--- src/rtl/glb_core_pc_rd_server_pkg.sv ---
// Shared global-buffer parameters and packet types for the parallel-config
// read chain.
//   - Address/data widths of the global buffer and the default bank geometry
//     and bank read latency used by the per-tile read server.
//   - rdrq_packet_t : read request  {rd_en, rd_addr}
//   - rdrs_packet_t : read response {rd_data_valid, rd_data}
package glb_core_pc_rd_server_pkg;

    localparam int NUM_GLB_TILES         = 16;
    localparam int TILE_SEL_ADDR_WIDTH   = $clog2(NUM_GLB_TILES);
    localparam int DFLT_BANKS_PER_TILE   = 2;
    localparam int DFLT_BANK_RD_LATENCY  = 1;
    localparam int BANK_SEL_ADDR_WIDTH   = $clog2(DFLT_BANKS_PER_TILE);
    localparam int BANK_ADDR_WIDTH       = 16;
    localparam int BANK_DATA_WIDTH       = 64;
    localparam int GLB_ADDR_WIDTH        = TILE_SEL_ADDR_WIDTH + BANK_SEL_ADDR_WIDTH
                                           + BANK_ADDR_WIDTH;

    typedef struct packed {
        logic                      rd_en;
        logic [GLB_ADDR_WIDTH-1:0] rd_addr;
    } rdrq_packet_t;

    typedef struct packed {
        logic                       rd_data_valid;
        logic [BANK_DATA_WIDTH-1:0] rd_data;
    } rdrs_packet_t;

endpackage

--- src/rtl/glb_core_pc_rd_server_shift.sv ---
// glb_shift: generic clock-enabled shift register with synchronous reset.
// Ports:
//   clk, reset (sync, active-high), clk_en (advance when 1)
//   data_in  : value entering stage 0
//   data_out : value leaving the last stage
//   stages   : every stage, stage 0 = newest
module glb_shift #(
    parameter int DATA_WIDTH = 1,
    parameter int DEPTH      = 1
) (
    input  logic                                clk,
    input  logic                                reset,
    input  logic                                clk_en,
    input  logic [DATA_WIDTH-1:0]               data_in,
    output logic [DATA_WIDTH-1:0]               data_out,
    output logic [DEPTH-1:0][DATA_WIDTH-1:0]    stages
);

    always_ff @(posedge clk) begin
        if (reset) begin
            stages <= '0;
        end else if (clk_en) begin
            stages[0] <= data_in;
            for (int i = 1; i < DEPTH; i++) begin
                stages[i] <= stages[i-1];
            end
        end
    end

    assign data_out = stages[DEPTH-1];

endmodule

--- src/rtl/glb_core_pc_rd_server.sv ---
// glb_core_pc_rd_server: per-tile responder on the parallel-config read chain.
// Requests arrive from the west and are served locally, forwarded east or
// dropped; responses flow west, merging local bank data with relayed data.
// Ports:
//   clk, reset                 : clock, synchronous active-high reset
//   glb_tile_id                : this tile's index
//   cfg_tile_connected_east    : east neighbour present (forwarding allowed)
//   rdrq_packet_wsti / _esto   : request in from west / out to east
//   rdrs_packet_esti / _wsto   : response in from east / out to west
//   bank_rd_en/addr/data       : local bank read port
//   rd_pending                 : local reads in flight
//   rdrs_collision             : sticky, local and relayed response met
//   rdrq_drop_pulse            : one-cycle pulse per dropped request
//
// Both chains are valid-only: a packet is transferred in every cycle its
// valid bit (rd_en / rd_data_valid) is 1. There is no ready and no
// backpressure; every stage must accept one packet per cycle.
module glb_core_pc_rd_server
    import glb_core_pc_rd_server_pkg::*;
#(
    parameter int BANK_RD_LATENCY = DFLT_BANK_RD_LATENCY,
    parameter int BANKS_PER_TILE  = DFLT_BANKS_PER_TILE
) (
    input  logic                                            clk,
    input  logic                                            reset,
    input  logic [TILE_SEL_ADDR_WIDTH-1:0]                  glb_tile_id,
    input  logic                                            cfg_tile_connected_east,
    input  rdrq_packet_t                                    rdrq_packet_wsti,
    output rdrq_packet_t                                    rdrq_packet_esto,
    input  rdrs_packet_t                                    rdrs_packet_esti,
    output rdrs_packet_t                                    rdrs_packet_wsto,
    output logic [BANKS_PER_TILE-1:0]                       bank_rd_en,
    output logic [BANK_ADDR_WIDTH-1:0]                      bank_rd_addr,
    input  logic [BANKS_PER_TILE-1:0][BANK_DATA_WIDTH-1:0]  bank_rd_data,
    output logic                                            rd_pending,
    output logic                                            rdrs_collision,
    output logic                                            rdrq_drop_pulse
);

    // Bank field sits directly above the byte address; BANKS_PER_TILE must
    // be >= 2 and fit the bank field reserved in GLB_ADDR_WIDTH.
    localparam int BSEL_W  = $clog2(BANKS_PER_TILE);
    localparam int TRK_W   = 1 + BSEL_W;
    localparam int TRK_D   = BANK_RD_LATENCY + 1;

    logic [TILE_SEL_ADDR_WIDTH-1:0] rq_tile;
    logic [BSEL_W-1:0]              rq_bank;
    logic [BANK_ADDR_WIDTH-1:0]     rq_byte;
    logic                           is_local;
    logic                           is_fwd;
    logic                           is_drop;
    logic [BANKS_PER_TILE-1:0]      bank_onehot;

    logic [TRK_W-1:0]               trk_in;
    logic [TRK_W-1:0]               trk_tail;
    logic [TRK_D-1:0][TRK_W-1:0]    trk_stages;
    logic                           tail_valid;
    logic [BSEL_W-1:0]              tail_bank;

    assign rq_tile = rdrq_packet_wsti.rd_addr[GLB_ADDR_WIDTH-1 -: TILE_SEL_ADDR_WIDTH];
    assign rq_bank = rdrq_packet_wsti.rd_addr[BANK_ADDR_WIDTH +: BSEL_W];
    assign rq_byte = rdrq_packet_wsti.rd_addr[BANK_ADDR_WIDTH-1:0];

    always_comb begin
        is_local    = 1'b0;
        is_fwd      = 1'b0;
        is_drop     = 1'b0;
        bank_onehot = '0;
        if (rdrq_packet_wsti.rd_en) begin
            if (rq_tile == glb_tile_id) begin
                is_local             = 1'b1;
                bank_onehot[rq_bank] = 1'b1;
            end else if (cfg_tile_connected_east) begin
                is_fwd = 1'b1;
            end else begin
                is_drop = 1'b1;
            end
        end
    end

    // The tracking entry is pushed on the same edge that launches bank_rd_en,
    // so it reaches the tail exactly when the bank data is valid.
    assign trk_in = {is_local, rq_bank};

    glb_shift #(
        .DATA_WIDTH (TRK_W),
        .DEPTH      (TRK_D)
    ) u_trk (
        .clk      (clk),
        .reset    (reset),
        .clk_en   (1'b1),
        .data_in  (trk_in),
        .data_out (trk_tail),
        .stages   (trk_stages)
    );

    assign tail_valid = trk_tail[BSEL_W];
    assign tail_bank  = trk_tail[BSEL_W-1:0];

    always_comb begin
        rd_pending = 1'b0;
        for (int i = 0; i < TRK_D; i++) begin
            rd_pending = rd_pending | trk_stages[i][BSEL_W];
        end
    end

    always_ff @(posedge clk) begin
        if (reset) begin
            bank_rd_en       <= '0;
            bank_rd_addr     <= '0;
            rdrq_packet_esto <= '0;
            rdrq_drop_pulse  <= 1'b0;
            rdrs_packet_wsto <= '0;
            rdrs_collision   <= 1'b0;
        end else begin
            bank_rd_en       <= bank_onehot;
            bank_rd_addr     <= is_local ? rq_byte : '0;
            rdrq_packet_esto <= is_fwd ? rdrq_packet_wsti : '0;
            rdrq_drop_pulse  <= is_drop;

            // Local data has priority; a relayed response arriving in the
            // same cycle is lost and flagged.
            if (tail_valid) begin
                rdrs_packet_wsto.rd_data_valid <= 1'b1;
                rdrs_packet_wsto.rd_data       <= bank_rd_data[tail_bank];
            end else if (rdrs_packet_esti.rd_data_valid) begin
                rdrs_packet_wsto <= rdrs_packet_esti;
            end else begin
                rdrs_packet_wsto <= '0;
            end

            if (tail_valid && rdrs_packet_esti.rd_data_valid) begin
                rdrs_collision <= 1'b1;
            end
        end
    end

endmodule

--- config.mk ---
export PLATFORM = sky130hd
export DESIGN_NAME = glb_core_pc_rd_server
export DESIGN_NICKNAME = d
export VERILOG_FILES = /design/src/rtl/glb_core_pc_rd_server_pkg.sv /design/src/rtl/glb_core_pc_rd_server_shift.sv /design/src/rtl/glb_core_pc_rd_server.sv
export SDC_FILE = /design/constraint.sdc
export NUM_CORES = 1
export LEC_CHECK = 0
export ABC_AREA = 1
export CAP_MARGIN = 0
export CORE_AREA = 5 5 126 128
export DETAILED_ROUTE_END_ITERATION = 8
export DIE_AREA = 0 0 131 133
export PLACE_DENSITY_LB_ADDON = 0.08
export SKIP_CTS_REPAIR_TIMING = 1
export SLEW_MARGIN = 5
export SYNTH_ARGS = -nofsm -noshare
export SYNTH_HDL_FRONTEND = slang
export SYNTH_HIERARCHICAL = 1
export SYNTH_SLANG_ARGS = --single-unit
--- constraint.sdc ---
create_clock -name clk -period 2 [get_ports clk]
set_input_delay 0.6 -clock clk [delete_from_list [all_inputs] [get_ports clk]]
set_output_delay 0.6 -clock clk [all_outputs]
set_load 0.01 [all_outputs]
* After elaboration in Yosys (flattened, before gate mapping)
Index checks and enable logic that the tools add are counted.
Cells by class: multiplexer cells 12, order comparisons 3, eq/ne operators 1, bitwise logic cells 5, reduce and logical (&&, ||, !) cells 6
Operators with widths (number):
- two-way mux 65 bit | 2
- two-way mux 64 bit | 2
- two-way mux 1 bit | 7
- OR reduction 3 bit | 2
- == test 4 bit | 1
- < comparator 1 x 2 -> 1 bit (second input constant) | 2
- inverter 1 bit | 4
- OR reduction 2 bit | 2
- logical AND 1 bit | 2
- demux 1 bit (select 1 bit) | 1
- greater-or-equal comparator 1 bit (second input constant) | 1
- OR 1 bit | 1
Storage, ports and cells: output and inout bits 108, register bits 111

* Logic depth before layout (Yosys ltp)
depth in word-level cells 5, mapped depth 10, gate-level depth less buffers 10

* Cells and area by module
Netlist, hierarchy kept.
Modules (own cells, without submodules):
- glb_core_pc_rd_server | instances 1, cells each 559, area an instance 4211.5 um^2, sequential area each 2142.1 um^2
- glb_shift | instances 1, cells each 28, area an instance 190.2 um^2, sequential area each 80.1 um^2

* Worst setup path before layout
OpenSTA, ideal clock, no wires.
path kind reg2out, from reg u_trk.stages (netlist bit u_trk/data_out[1]), to out rd_pending, arrival 0.792 ns, cell stages (with the launch flop) 3, path slack 0.608 ns, cells stage by stage dfxtp_1 -> buf_4 -> or2_2
Between the ends: word-level cells in the longest chain between the ends 1
RTL lines:
- start, declared | RTL line glb_core_pc_rd_server_shift.sv:16 | output logic [DEPTH-1:0][DATA_WIDTH-1:0] stages
- start signal, assigned by index | RTL line glb_core_pc_rd_server_shift.sv:25 | stages[i] <= stages[i-1];
- OR 1 bit | RTL line glb_core_pc_rd_server.sv:103 | rd_pending = rd_pending | trk_stages[i][BSEL_W];
- end, declared | RTL line glb_core_pc_rd_server.sv:35 | output logic rd_pending,
Every way passes these cells.

* Worst setup path in the final report
from reg rdrs_packet_wsto[24] (netlist bit), to out rdrs_packet_wsto[24] (netlist bit)
RTL lines:
- start, declared | RTL line glb_core_pc_rd_server.sv:31 | output rdrs_packet_t rdrs_packet_wsto,
- start signal, assigned | RTL line glb_core_pc_rd_server.sv:127 | rdrs_packet_wsto <= rdrs_packet_esti;
No word-level cell between the ends.

==> key figures <==
Final layout
  • Commonest non-fill, non-tap cells in the layout: clkdlybuf4s50_1, nor2_1, dfxtp_1
  • Fill count: 1411
  • Antenna fix cells: 0
  • Layout Nets: 1118
  • Area delta synth->final: 84.6%
  • Most common cell after layout, fill and taps aside: clkdlybuf4s50_1
  • Storage element area: 2220 sq um
  • Share of layout cells above drive strength 1: 0.0788
  • Post-Layout Cell Count: 1089
  • Area occupied by multi-input gates: 1800 sq um

Timing
  • Final worst-path cycle share: 0.939
  • Sum of negative setup slack: 0 ps
  • Max Slew Vio Count: 0
  • Hold Violations, Final: 0
  • RSZ-0062 raised after global routing: no
  • Worst Skew: 9.29 ps
  • Slew HR: 0.214
  • Final hold slack: 479 ps
  • Worst-margin pin slew: 1180 ps
  • Final setup vio count: 0
  • Fin crit period: 1880 ps
  • F_max: 532 MHz

Floorplan
  • IO Count: 330
  • Die area: 17400 sq um
  • Initial Utilization: 0.298
  • Die Y: 133 um
  • # rows: 45
  • Core area: 14800 sq um
  • Die X-Extent: 131 um

Placement
  • Placed insts: 1073
  • Post-DP HPWL: 13100 um
  • Routability cong.: 0.809
  • IO buf count: 329

Logic synthesis
  • Syn nets: 808
  • Synth Instances: 586
  • Synthesized area: 4390 sq um
  • Warnings, synthesis: 6
  • Syn avg cell area: 7.50 sq um

Worst setup path
  • Slowest CP cell: clkdlybuf4s50_1
  • CP Buf/Inv Count: 1
  • Top delay family on crit path: buffers and inverters
  • Critical Path Source Type: flip-flop
  • Critical path type: reg -> out
  • CP required: 1400 ps
  • Cells on worst reg2reg path: 3
  • Crit end category: primary output
  • RR Endpoint: rdrs_packet_wsto[54]$_SDFF_PP0_
  • R2R Path Start: u_trk/data_out[0]$_SDFFE_PP0P_
  • WP data arrival: 1280 ps
  • R2r setup slk: 290 ps
  • Crit-path cells: clkdlybuf4s50_1
  • Critical Path Max Stage Delay: 600 ps
  • Crit path max fanout: 1

Global route
  • Residual overflow from global routing: 0
  • Largest net degree at the start of global routing: 68
  • Total Routing Usage GR: 0.192
  • First-pass GRT wire length: 26100 um
  • Vias in the first global route: 4872
  • Initial antenna violation count: 0

Power
  • Leakage: 3.24 nW
  • Power per cell area: 660 nW/um^2
  • Peak VDD IR: 0.451 mV

Drt
  • Pre-antenna DRT Iters: 7
  • Antenna viol nets, final: 0
  • Routed Wire Length: 17700 um
  • DRT iter0 DRCs: 207
  • Wire length per cell: 16.2 um
  • Vias: 4870
  • Vias per inst: 4.47
  • DRC violations left: 0

Clock tree
  • Root buf cell: clkbuf_16
  • Clock buffer depth: 2
  • H-tree levels: 3
  • Clock sink count: 111
  • CTS tree: yes
  • Clk_lat worst skew: 350 ps
  • Num CTS Buffers: 9
  • Clk slew on worst S/H paths: 80 ps

Outcome
  • Status: complete, no violations

Min path
  • Hold path start: rdrs_collision$_SDFFE_PP0P_
  • Hold endpoint: rdrs_collision$_SDFFE_PP0P_
  • Worst hold path class: reg -> reg
  • WHS Path Cells: 2

Job
  • Max_cap viols: 0
[where the power goes]
group,switching (mW),internal (mW),total [mW]
registers,0.0270,2.31,2.34
logic,0.457,0.672,1.13
clock network,0.887,1.00,1.89
total,1.37,3.99,5.36
[flip-flops by register name (all words and copies together), names as in the netlist]
| register | cells |
|---|---|
| rdrs_packet_wsto | 65 |
| rdrq_packet_esto | 22 |
| bank_rd_addr | 16 |
| bank_rd_en | 2 |
| u_trk/data_out | 2 |
| u_trk/stages | 2 |
| rdrq_drop_pulse | 1 |
| rdrs_collision | 1 |
[worst max path at each step]
stage,to,startpoint,cells after the start,slack [ps]
after floorplan,rd_pending,u_trk/data_out[1]$_SDFFE_PP0P_,2,610
after CTS,rd_pending,u_trk/data_out[1]$_SDFFE_PP0P_,2,-90
after global placement,rdrq_packet_esto[0]$_SDFF_PP0_,rdrq_packet_wsti[18],9,40
after global routing,rdrs_packet_wsto[24],rdrs_packet_wsto[24]$_SDFF_PP0_,1,70
after detailed placement,rdrq_packet_esto[0]$_SDFF_PP0_,rdrq_packet_wsti[18],9,9
final,rdrs_packet_wsto[24],rdrs_packet_wsto[24]$_SDFF_PP0_,1,120
[area by class of cell]
cell class              instances  area share
clock inverters                 7      0.0108
well taps                     188      0.0290
inverters                      35      0.0162
clock buffers                   9      0.0278
flip-flops and latches        111       0.274
repair buffers                337       0.421
multi-input cells             402       0.221
[through the flow]
stage | utilization | instance area [sq um] | setup slack (ps) | power, mW
after floorplan | - | 4390 | 608 | 2.80
after global placement | 0.529 | 7800 | 44.6 | 3.51
after detailed placement | 0.529 | 7800 | 8.90 | 3.53
after CTS | 0.550 | 8110 | -90.9 | 5.43
after global routing | 0.550 | 8110 | 66.3 | 5.60
final | 0.550 | 8110 | 122 | 5.36
[worst register-to-register path, stage by stage, from the launching register on]
cell	delay, ps
dfxtp_2	330
inv_2	810
o21ai_0	330
a21oi_1	180
[per-layer routing]
layer / global-route usage / up-vias / wire [um]
met2: 0.339 / 203 / 8890
met1: 0.212 / 2198 / 6590
met3: 0.0678 / 26 / 1800
met4: 0.0651 / 0 / 389
li1: - / 2443 / -
met5: 0 / - / 0
No activity file was read; power rests on OpenSTA's default activity.
